===== src/rtl/anode_scan_driver.sv =====
// Time-multiplexed active-low anode scanner for a four-digit seven-segment display.
// Each digit slot opens with a dead-time blank, then drives one anode if that digit is unmasked.
module anode_scan_driver #(
  parameter int REFRESH_DIV = 100000,
  parameter int DEAD_CYCLES = 1000
) (
  input  logic       clk,
  input  logic       rst_n,
  input  logic       en_i,
  input  logic [3:0] digit_mask_i,
  output logic [3:0] anode_o,
  output logic [1:0] digit_idx_o,
  output logic       frame_start_o,
  output logic       frame_done_o,
  output logic [1:0] dbg_state_o
);

  localparam int CW = $clog2(REFRESH_DIV);
  localparam logic [CW-1:0] CNT_LAST  = CW'(REFRESH_DIV - 1);
  localparam logic [CW-1:0] DEAD_LAST = (DEAD_CYCLES > 0) ? CW'(DEAD_CYCLES - 1) : '0;

  typedef enum logic [1:0] {
    IDLE  = 2'd0,
    BLANK = 2'd1,
    DRIVE = 2'd2
  } state_t;

  // With no dead time every slot opens directly in DRIVE.
  localparam state_t SLOT_ENTRY = (DEAD_CYCLES > 0) ? BLANK : DRIVE;

  state_t        state_q, state_d;
  logic [CW-1:0] cnt_q, cnt_d;
  logic [1:0]    idx_q, idx_d;
  logic [3:0]    mask_q, mask_d;
  logic [3:0]    anode_q, anode_d;
  logic          fs_q, fs_d;
  logic          fd_q, fd_d;

  // Outputs are registered from next-state values so they line up with the
  // counter/index of the cycle they describe.
  always_comb begin
    state_d = state_q;
    cnt_d   = cnt_q;
    idx_d   = idx_q;
    mask_d  = mask_q;
    fs_d    = 1'b0;
    if (!en_i) begin
      state_d = IDLE;
      cnt_d   = '0;
      idx_d   = 2'd0;
    end else begin
      case (state_q)
        IDLE: begin
          state_d = SLOT_ENTRY;
          cnt_d   = '0;
          idx_d   = 2'd0;
          fs_d    = 1'b1;
          mask_d  = digit_mask_i;
        end
        BLANK, DRIVE: begin
          if (cnt_q == CNT_LAST) begin
            state_d = SLOT_ENTRY;
            cnt_d   = '0;
            idx_d   = idx_q + 2'd1;
            if (idx_q == 2'd3) begin
              fs_d   = 1'b1;
              mask_d = digit_mask_i;
            end
          end else begin
            cnt_d = cnt_q + 1'b1;
            if (state_q == BLANK && cnt_q == DEAD_LAST) begin
              state_d = DRIVE;
            end
          end
        end
        default: begin
          state_d = IDLE;
          cnt_d   = '0;
          idx_d   = 2'd0;
        end
      endcase
    end

    fd_d = (state_d != IDLE) && (cnt_d == CNT_LAST) && (idx_d == 2'd3);

    if (state_d == DRIVE && mask_d[idx_d]) begin
      anode_d = ~(4'b0001 << idx_d);
    end else begin
      anode_d = 4'b1111;
    end
  end

  always_ff @(posedge clk) begin
    if (!rst_n) begin
      state_q <= IDLE;
      cnt_q   <= '0;
      idx_q   <= 2'd0;
      mask_q  <= 4'b0000;
      anode_q <= 4'b1111;
      fs_q    <= 1'b0;
      fd_q    <= 1'b0;
    end else begin
      state_q <= state_d;
      cnt_q   <= cnt_d;
      idx_q   <= idx_d;
      mask_q  <= mask_d;
      anode_q <= anode_d;
      fs_q    <= fs_d;
      fd_q    <= fd_d;
    end
  end

  assign anode_o       = anode_q;
  assign digit_idx_o   = idx_q;
  assign frame_start_o = fs_q;
  assign frame_done_o  = fd_q;
  assign dbg_state_o   = state_q;

endmodule


===== config.mk =====
export PLATFORM = sky130hd
export DESIGN_NAME = anode_scan_driver
export DESIGN_NICKNAME = d
export VERILOG_FILES = /design/src/rtl/anode_scan_driver.sv
export SDC_FILE = /design/constraint.sdc
export NUM_CORES = 1
export LEC_CHECK = 0
export ABC_AREA = 1
export BUFFER_PORTS_ARGS = -buffer_cell sky130_fd_sc_hd__buf_2
export CORE_ASPECT_RATIO = 1.2
export CORE_MARGIN = 2
export CORE_UTILIZATION = 35
export DETAILED_ROUTE_END_ITERATION = 8
export GPL_TIMING_DRIVEN = 0
export PLACE_DENSITY_LB_ADDON = 0.25
export SKIP_LAST_GASP = 1
export SYNTH_ARGS = -nofsm -noshare
export SYNTH_HDL_FRONTEND = slang
export SYNTH_SLANG_ARGS = --single-unit
export TNS_END_PERCENT = 5

===== constraint.sdc =====
create_clock -name clk -period 3.43 [get_ports clk]
set_input_delay 0.686 -clock clk [delete_from_list [all_inputs] [get_ports clk]]
set_output_delay 0.686 -clock clk [all_outputs]
set_load 0.01 [all_outputs]

Yosys cells after proc, flatten, opt, wreduce, memory -nomap -nowiden
Cells that the tools add are included.
{"block": "word_totals", "ff_bits": 31, "in_bits": 7, "out_inout_bits": 10, "elab_cells": 48}
{"block": "op_classes", "n_addsub": 2, "magnitude_cmp": 1, "n_eq_ne": 8, "shift": 1, "muxes": 19, "n_bitwise": 1, "reduce_logical": 9}
{"op": "two-way mux 17 bit", "n": 3}
{"op": "equality test 17 bit (second input constant)", "n": 2}
{"op": "adder 17 x 1 -> 17 bit (second input constant)", "n": 1}
{"op": "equality test 17 x 10 -> 1 bit (second input constant)", "n": 1}
{"op": "two-way mux 2 bit", "n": 6}
{"op": "two-way mux 4 bit", "n": 3}
{"op": "equality test 2 bit (second input constant)", "n": 4}
{"op": "one-hot mux 4 bit (2 select lines)", "n": 1}
{"op": "logical AND 1 bit", "n": 4}
{"op": "NOT 4 bit", "n": 1}
{"op": "one-hot mux 2 bit (2 select lines)", "n": 1}
{"op": "AND reduction 2 bit", "n": 2}
{"op": "left shift 1 x 2 -> 4 bit (first input constant)", "n": 1}
{"op": "less-than comparator 2 x 3 -> 1 bit (second input constant)", "n": 1}
{"op": "two-way mux 1 bit", "n": 3}
{"op": "adder 2 x 1 -> 2 bit (second input constant)", "n": 1}
{"op": "binary-select mux 1 bit (select 2 bit)", "n": 1}
{"op": "equality test 2 x 1 -> 1 bit (second input constant)", "n": 1}
{"op": "zero test 2 bit", "n": 1}
{"op": "one-hot mux 1 bit (2 select lines)", "n": 1}
{"op": "nonzero test 2 bit", "n": 1}
{"op": "OR reduction 2 bit", "n": 1}

Depth between registers and ports, before layout
Gate-level depths: netlist of the first run.
{"block": "depth", "word_depth": 9, "mapped_depth": 14, "depth_no_buf": 14}

Worst setup path after synthesis of the first run
OpenSTA, ideal clock, no wires.
{"block": "synth_timing", "path_type": "register to register", "start": "register state_q[0], in the netlist dbg_state_o[0]", "end": "register anode_q[0], in the netlist anode_o[0]", "setup_time_ns": 0.125, "arrival_time_ns": 1.660, "t_required_ns": 3.305, "path_slack_ns": 1.644, "path_stages_with_launch": 13, "n_path_buf": 1, "period_less_slack_ns": 1.786, "cell_sequence": "dfxtp_1 > inv_1 > ha_1 > buf_2 > nand2_1 > inv_2 > nand2_2 > clkinv_2 > nand3_1 > nor2_1 > nand2_1 > nor2_2 > nand3_1"}
{"block": "synth_via", "elab_chain_cells": 9, "elab_cells_between_ends": 20, "classes_between": "3 x eq/ne; 1 x shift; 10 x mux; 1 x bitwise; 5 x reduce/logical"}
{"item": "start: declaration", "line": "31", "rtl": "state_t state_q, state_d;"}
{"item": "start signal: assignment", "line": "103", "rtl": "state_q <= state_d;"}
{"item": "equality test 2 x 1 -> 1 bit", "line": "52, 71"}
{"item": "logical AND 1 bit", "line": "71", "rtl": "if (state_q == BLANK && cnt_q == DEAD_LAST) begin"}
{"item": "two-way mux 2 bit", "line": "71"}
{"item": "two-way mux 2 bit", "line": "61", "rtl": "if (cnt_q == CNT_LAST) begin"}
{"item": "one-hot mux 2 bit (2 select lines)", "line": "52", "rtl": "case (state_q)"}
{"item": "two-way mux 2 bit", "line": "47", "rtl": "if (!en_i) begin"}
{"item": "equality test 2 bit", "line": "86", "rtl": "if (state_d == DRIVE && mask_d[idx_d]) begin"}
{"item": "logical AND 1 bit", "line": "86"}
{"item": "AND reduction 2 bit (no line)"}
{"item": "end signal: assignment", "line": "107", "rtl": "anode_q <= anode_d;"}
{"item": "end: declaration", "line": "35", "rtl": "logic [3:0] anode_q, anode_d;"}
Parallel ways exist; a longest one is shown, timed or not. The select of a mux whose other input is x is not followed.
A chain may end at the register's enable or synchronous reset.

Final worst setup path of the first run
{"block": "layout_timing", "start": "register state_q[0], in the netlist dbg_state_o[0]", "end": "register fd_q, in the netlist frame_done_o"}
{"block": "layout_via", "elab_chain_cells": 9, "elab_cells_between_ends": 18, "classes_between": "4 x eq/ne; 8 x mux; 6 x reduce/logical"}
{"item": "equality test 2 x 1 -> 1 bit", "line": "52, 71"}
{"item": "logical AND 1 bit", "line": "71"}
{"item": "two-way mux 2 bit", "line": "71"}
{"item": "two-way mux 2 bit", "line": "61"}
{"item": "one-hot mux 2 bit (2 select lines)", "line": "52"}
{"item": "two-way mux 2 bit", "line": "47"}
{"item": "nonzero test 2 bit", "line": "84", "rtl": "fd_d = (state_d != IDLE) && (cnt_d == CNT_LAST) && (idx_d == 2'd3);"}
{"item": "logical AND 1 bit", "line": "84"}
{"item": "logical AND 1 bit (*)", "line": "84"}
{"item": "end signal: assignment", "line": "101", "rtl": "fd_q <= 1'b0;"}
{"item": "end signal: assignment", "line": "109", "rtl": "fd_q <= fd_d;"}
{"item": "end: declaration", "line": "37", "rtl": "logic fd_q, fd_d;"}
Every way passes the cells marked *; elsewhere a longest branch is shown, timed or not.

==> run_results.csv, run 1 <==
group,metric,value,unit
clocking,htree_num_levels,2,
finish,antenna_cells,0,
timing,post-route-period-util,59.6,%
clocking,cts_hold_buf,0,
timing,fmaxAchievable,489,MHz
synth,synth_top_area_share,34.8,%
timing,tns,0,ps
synth,synthTopCellsByArea,"dfxtp_1 (35%), nand2_1 (12%), nor2_1 (9.5%), nand3_1 (7.3%), inv_1 (6.5%)",
synth,synthCells,267,
floorplanning,die_height,82.2,µm
timing,maxSlewHeadroom,67.2,%
timing,finClkSkew,5.11,ps
setup_path,critPathLaunchType,"register",
synth,yosysWarnings,0,
pwr,intPower,518,µW
run_status,status,"finished, final reports clean",
pwr,switching_share,24.3,%
min_path,hp-class,"register to register",
flow_run,max_cap_viol_count,0,
clocking,cts_resized,0,
place,placed_area,0.00194,mm²
global_routing,grt_remaining_overflow,0,
detailed_routing,drt-wirelength-per-cell,11.7,µm
floorplanning,rows,28,
detailed_routing,ant_nets,0,
finish,nNetsFinal,302,
clocking,tritoncts,"built",
timing,final-hold-violation-count,0,
clocking,cts_root_buf,"clkbuf_8",
clocking,cts_max_path_buffers,2,
place,dp_cells,343,
synth,yosysSeqAreaShare,34.8,%
finish,finish.utilization,41.0,%
synth,syn-mean-instance-area,6.69,µm²
detailed_routing,first_pass_iters,4,
place,place.gp.congestion,0.867,
pwr,pwr-share-comb,5.8,%
pwr,seqPwrFrac,53.7,%
pwr,p_sw,167,µW
detailed_routing,vias,1635,
synth,syn_area,0.00179,mm²
timing,period_needed,2040,ps
synth,ys_types,29,
clocking,clk_pin_slew,70,ps
setup_path,worstPathRequired,3650,ps
timing,slew_violations,0,
setup_path,path_cells,"inv_1 > ha_1 > buf_2 > nand2_1 > inv_2 > nand2_1 > nor3_1 > nand3_1 > nand3b_1 > nor2_1 > nand3_1 > nor2_1",
floorplanning,die_w,69.2,µm
finish,drive_gt1_share,21.6,%
global_routing,gr-usage-all-layers,16.0,%
pwr,power.leakage,0.000863,µW
global_routing,grt_pass1_vias,1622,
setup_path,critPathMaxFanout,9,
synth,ys_ff_latch,31,
global_routing,grt_max_degree,11,
pwr,power-per-cell-area,338,mW/mm²
clocking,worst_skew_pair.late_latency,280,ps
floorplanning,start_util,36.1,%
finish,final_common_cell,"nand2_1",
detailed_routing,viasPerCell,4.66,
finish,final_cells,351,
floorplanning,core,0.00494,mm²
finish,layout_common_cells,"nand2_1 (56), nor2_1 (45), inv_1 (31), dfxtp_1 (31), nand3_1 (26)",
setup_path,criticalPathCategory,"register to register",
detailed_routing,wirelength,4090,µm
floorplanning,pin_count,17,
timing,grt_setup_unrepaired,"no",
place,portBuffers,16,
setup_path,slowest_stage,"dfxtp_1",
global_routing,antenna_found_initial,0,
clocking,cts-buffers-inserted,5,
setup_path,end_kind,"register",
finish,fin_area,0.00202,mm²
detailed_routing,drc_errors,0,
clocking,cts_setup_buffers,0,
global_routing,grt_pass1_wl,7110,µm
synth,synth_fp_nets,279,
place,hpwl,3270,µm
pwr,clkPwrFrac,40.5,%
detailed_routing,drt_iter0_markers,60,
setup_path,critPathMaxStageDelay,410,ps
floorplanning,dieArea,0.00569,mm²
synth,yosys.area.top_type,"dfxtp_1",
finish,syn_to_final_growth,13.4,%
clocking,cts.sinks,31,
timing,worstMarginPinSlew,491,ps
setup_path,cp.arrival,2270,ps
timing,setup_viol,0,
pwr,ir_drop,153,µV
-- final timing paths --
kind | startpoint | endpoint | slack [ps] | cells past startpoint
max | dbg_state_o[0] | frame_done_o | 1390 | 12
min | cnt_q[0] | cnt_q[0] | 460 | 1
max reg2reg | dbg_state_o[0] | frame_done_o | 1390 | 12
min reg2reg | cnt_q[0] | cnt_q[0] | 460 | 1
-- logic make-up after synthesis --
kind of cell    after synthesis  synth area share [%]
simple gates                171                  45.7
flops                        31                  34.8
buf+inv                      42                  9.04
fa+ha+maj                     5                  3.50
xor+xnor                      6                  2.94
compound gates               12                  4.06
-- synthesized netlist by cell type --
cell type  number
nand2_1        56
nor2_1         45
dfxtp_1        31
inv_1          31
nand3_1        26
nand2_2        11
nor2_2          8
a21oi_1         6
inv_2           6
nand4_1         6
nor3_1          6
xor2_1          6
ha_1            5
nor2_4          4
buf_2           2
nand3_2         2
nand3b_1        2
o21bai_1        2
or2_2           2
a22o_1          1
a31o_2          1
clkbuf_1        1
clkinv_1        1
clkinv_2        1
nand2_4         1
nor3_2          1
nor4_1          1
o21ai_0         1
o21ai_1         1
-- power groups by stage --
stage	Combinational [µW]	Sequential (µW)	Clock [µW]
after floorplan	26.9	376	0
after detailed placement	40.4	376	0
after global routing	45.6	368	308
after global placement	40.0	375	0
final	39.7	368	277
after CTS	40.8	367	287
-- critical path: cells and delay by family (launching register included) --
family	cells	cell delay [ps]
adders and majority gates	1	260
and+or+nand+nor	8	950
DFF	1	410
buffers and inverters	3	350
-- per-stage QoR --
| stage | worst slack, ps | total power, µW | hold slack, ps |
|---|---|---|---|
| final | 1390 | 684 | 463 |
| after global placement | 1360 | 415 | 445 |
| after detailed placement | 1370 | 416 | 452 |
| after floorplan | 1640 | 403 | 430 |
| after global routing | 1100 | 721 | 486 |
| after CTS | 1360 | 695 | 468 |
-- metal layers --
layer,vias up,track usage [%],part of all wire (%)
li1,878,-,-
met2,21,29.1,49
met1,725,17.6,46
met3,11,3.64,2.4
met4,0,8.04,2.8
met5,-,0,0
-- flip-flops by register name, indices dropped and copies added (netlist names) --
name,cells
dbg_state_o,2
frame_start_o,1
cnt_q,17
anode_o,4
mask_q,4
frame_done_o,1
digit_idx_o,2
-- cell type report --
type	count	area, µm²
sequential	31	621
multi-input combinational	194	1000
inverter	39	148
clock inverter	3	15.0
timing repair buffer	16	80.1
tap	60	75.1
buffer	3	13.8
clock buffer	5	68.8
fill	539	2920
Note: power is estimated with default switching activity, not from simulation.
==> run 2, diff against run 1 <==
Clock period 3.43 ns to 1.85 ns, I/O delays scaled along.
==> run_results.csv, run 2 (synthesis results as in run 1) <==
group,metric,value,unit
detailed_routing,drt-wirelength-per-cell,12.1,µm
timing,finClkSkew,5.09,ps
clocking,clk_pin_slew,70,ps
detailed_routing,first_pass_iters,5,
timing,final-hold-violation-count,0,
clocking,htree_num_levels,2,
setup_path,setup.worst_path.end,"anode_o[1]",
timing,slew_violations,0,
place,hpwl,3270,µm
finish,nNetsFinal,312,
place,place.gp.congestion,0.867,
global_routing,gr-usage-all-layers,16.2,%
floorplanning,core,0.00494,mm²
global_routing,antenna_found_initial,0,
finish,syn_to_final_growth,25.5,%
detailed_routing,viasPerCell,4.70,
place,dp_cells,343,
finish,drive_gt1_share,30.2,%
detailed_routing,drc_errors,0,
global_routing,grt_max_degree,11,
setup_path,end_kind,"register",
global_routing,grt_remaining_overflow,0,
floorplanning,start_util,36.1,%
setup_path,criticalPathCategory,"register to register",
global_routing,met1_usage,17.7,%
finish,antenna_cells,0,
setup_path,r2r_slack,60,ps
global_routing,grt_pass1_wl,7190,µm
setup_path,r2r_end,"anode_o[1]",
timing,worstMarginPinSlew,520,ps
timing,setup_viol,0,
pwr,ir_drop,282,µV
timing,maxSlewHeadroom,65.3,%
detailed_routing,ant_nets,0,
min_path,hp-class,"input pin to register",
timing,fmaxAchievable,560,MHz
finish,largest_reg_flops,17,
detailed_routing,vias,1697,
finish,layout_common_cells,"nand2_1 (54), nor2_1 (42), inv_1 (29)",
clocking,tritoncts,"built",
pwr,power-per-cell-area,575,mW/mm²
setup_path,worstSetupStartpoint,"cnt_q[0]",
flow_run,max_cap_viol_count,0,
global_routing,grt.met3_usage,3.64,%
detailed_routing,wirelength,4370,µm
setup_path,regToRegStartpoint,"cnt_q[0]",
global_routing,busiest_layer,"met2",
floorplanning,pin_count,17,
finish,top_register,"cnt_q",
timing,post-route-period-util,96.6,%
setup_path,critPathMaxFanout,4,
setup_path,cp.arrival,1960,ps
finish,final_common_cell,"nand2_1",
timing,grt_setup_unrepaired,"yes",
setup_path,critPathLaunchType,"register",
place,portBuffers,16,
detailed_routing,drt_iter0_markers,53,
setup_path,reg2regPathDepth,12,
floorplanning,die_w,69.2,µm
pwr,power.leakage,0.000951,µW
global_routing,grt_pass1_vias,1653,
setup_path,worstPathRequired,2030,ps
clocking,cts-buffers-inserted,5,
pwr,p_total,1290,µW
clocking,cts.sinks,31,
clocking,worst_skew_pair.late_latency,290,ps
clocking,cts_root_buf,"clkbuf_8",
finish,final_cells,361,
floorplanning,rows,28,
timing,period_needed,1790,ps
floorplanning,dieArea,0.00569,mm²
run_status,status,"finished, final reports clean",
global_routing,grt_use_met2,29.8,%
clocking,cts_max_path_buffers,2,
floorplanning,die_height,82.2,µm
## run 2: changes by cell type in the layout (fill, tap and decap cells not counted), moves of 3 or more
cell     change
buf_4        +9
dfxtp_1      -5
dfxtp_2      +4
nand2_4      +3
nand3_1      -3
nor2_1       -3
nor2_4       +4
## run 2: cell type report
class,instances,area (µm²)
fill,537,2700
timing repair buffer,26,159
buffer,3,20.0
tap,60,75.1
clock buffer,5,68.8
sequential,31,629
multi-input combinational,194,1120
inverter,39,156
clock inverter,3,15.0
## run 2: how the worst min path moves through the flow
stage	from	to	slack, ps	cells past startpoint
floorplan	cnt_q[0]	cnt_q[0]	430	1
global placement	cnt_q[0]	cnt_q[0]	450	1
detailed placement	cnt_q[0]	cnt_q[0]	450	1
CTS	rst_n	cnt_q[2]	330	3
global route	rst_n	cnt_q[2]	350	3
finish	rst_n	cnt_q[2]	340	3
## run 2: routing by layer
| metal | vias up | share of wire (%) |
|---|---|---|
| li1 | 901 | - |
| met1 | 749 | 44 |
| met2 | 35 | 49 |
| met3 | 12 | 3.4 |
| met4 | 0 | 2.6 |
| met5 | - | 0 |
## run 2: critical path: stages, from the launching register on
cell,delay [ps]
dfxtp_2,350
ha_4,150
nand2_4,70
nor2_4,170
nand3_2,110
nor2_4,160
nand3_1,110
nand2_1,90
nand3_1,90
nand2_1,110
nor2_1,70
nor2_4,110
nand3_1,70
## run 2: power by group
group | leakage (µW) | switching, µW | internal (µW)
Sequential | 0.000254 | 4.43 | 676
Clock | 0.0000477 | 257 | 257
Combinational | 0.000649 | 56.2 | 38.1
## run 2: per-stage QoR
stage | cell area, µm² | util (%) | hold WS (ps) | worst slack [ps] | TNS [ps]
2_1_floorplan | 1790 | - | 430 | 64.3 | 0
3_3_place_gp | 1940 | 39.3 | 445 | -219 | -1020
3_5_place_dp | 1940 | 39.3 | 452 | -215 | -1050
4_1_cts | 2110 | 42.7 | 335 | 2.14 | 0
5_1_grt | 2240 | 45.4 | 354 | -57.2 | -232
6_report | 2240 | 45.4 | 341 | 63.1 | 0
## run 2: repair_timing
item,in CTS,in global routing
setup buffers,4,6
gates resized for setup,15,21
hold buffers,0,0
pin swaps,5,21
endpoints found under the setup margin,5,6
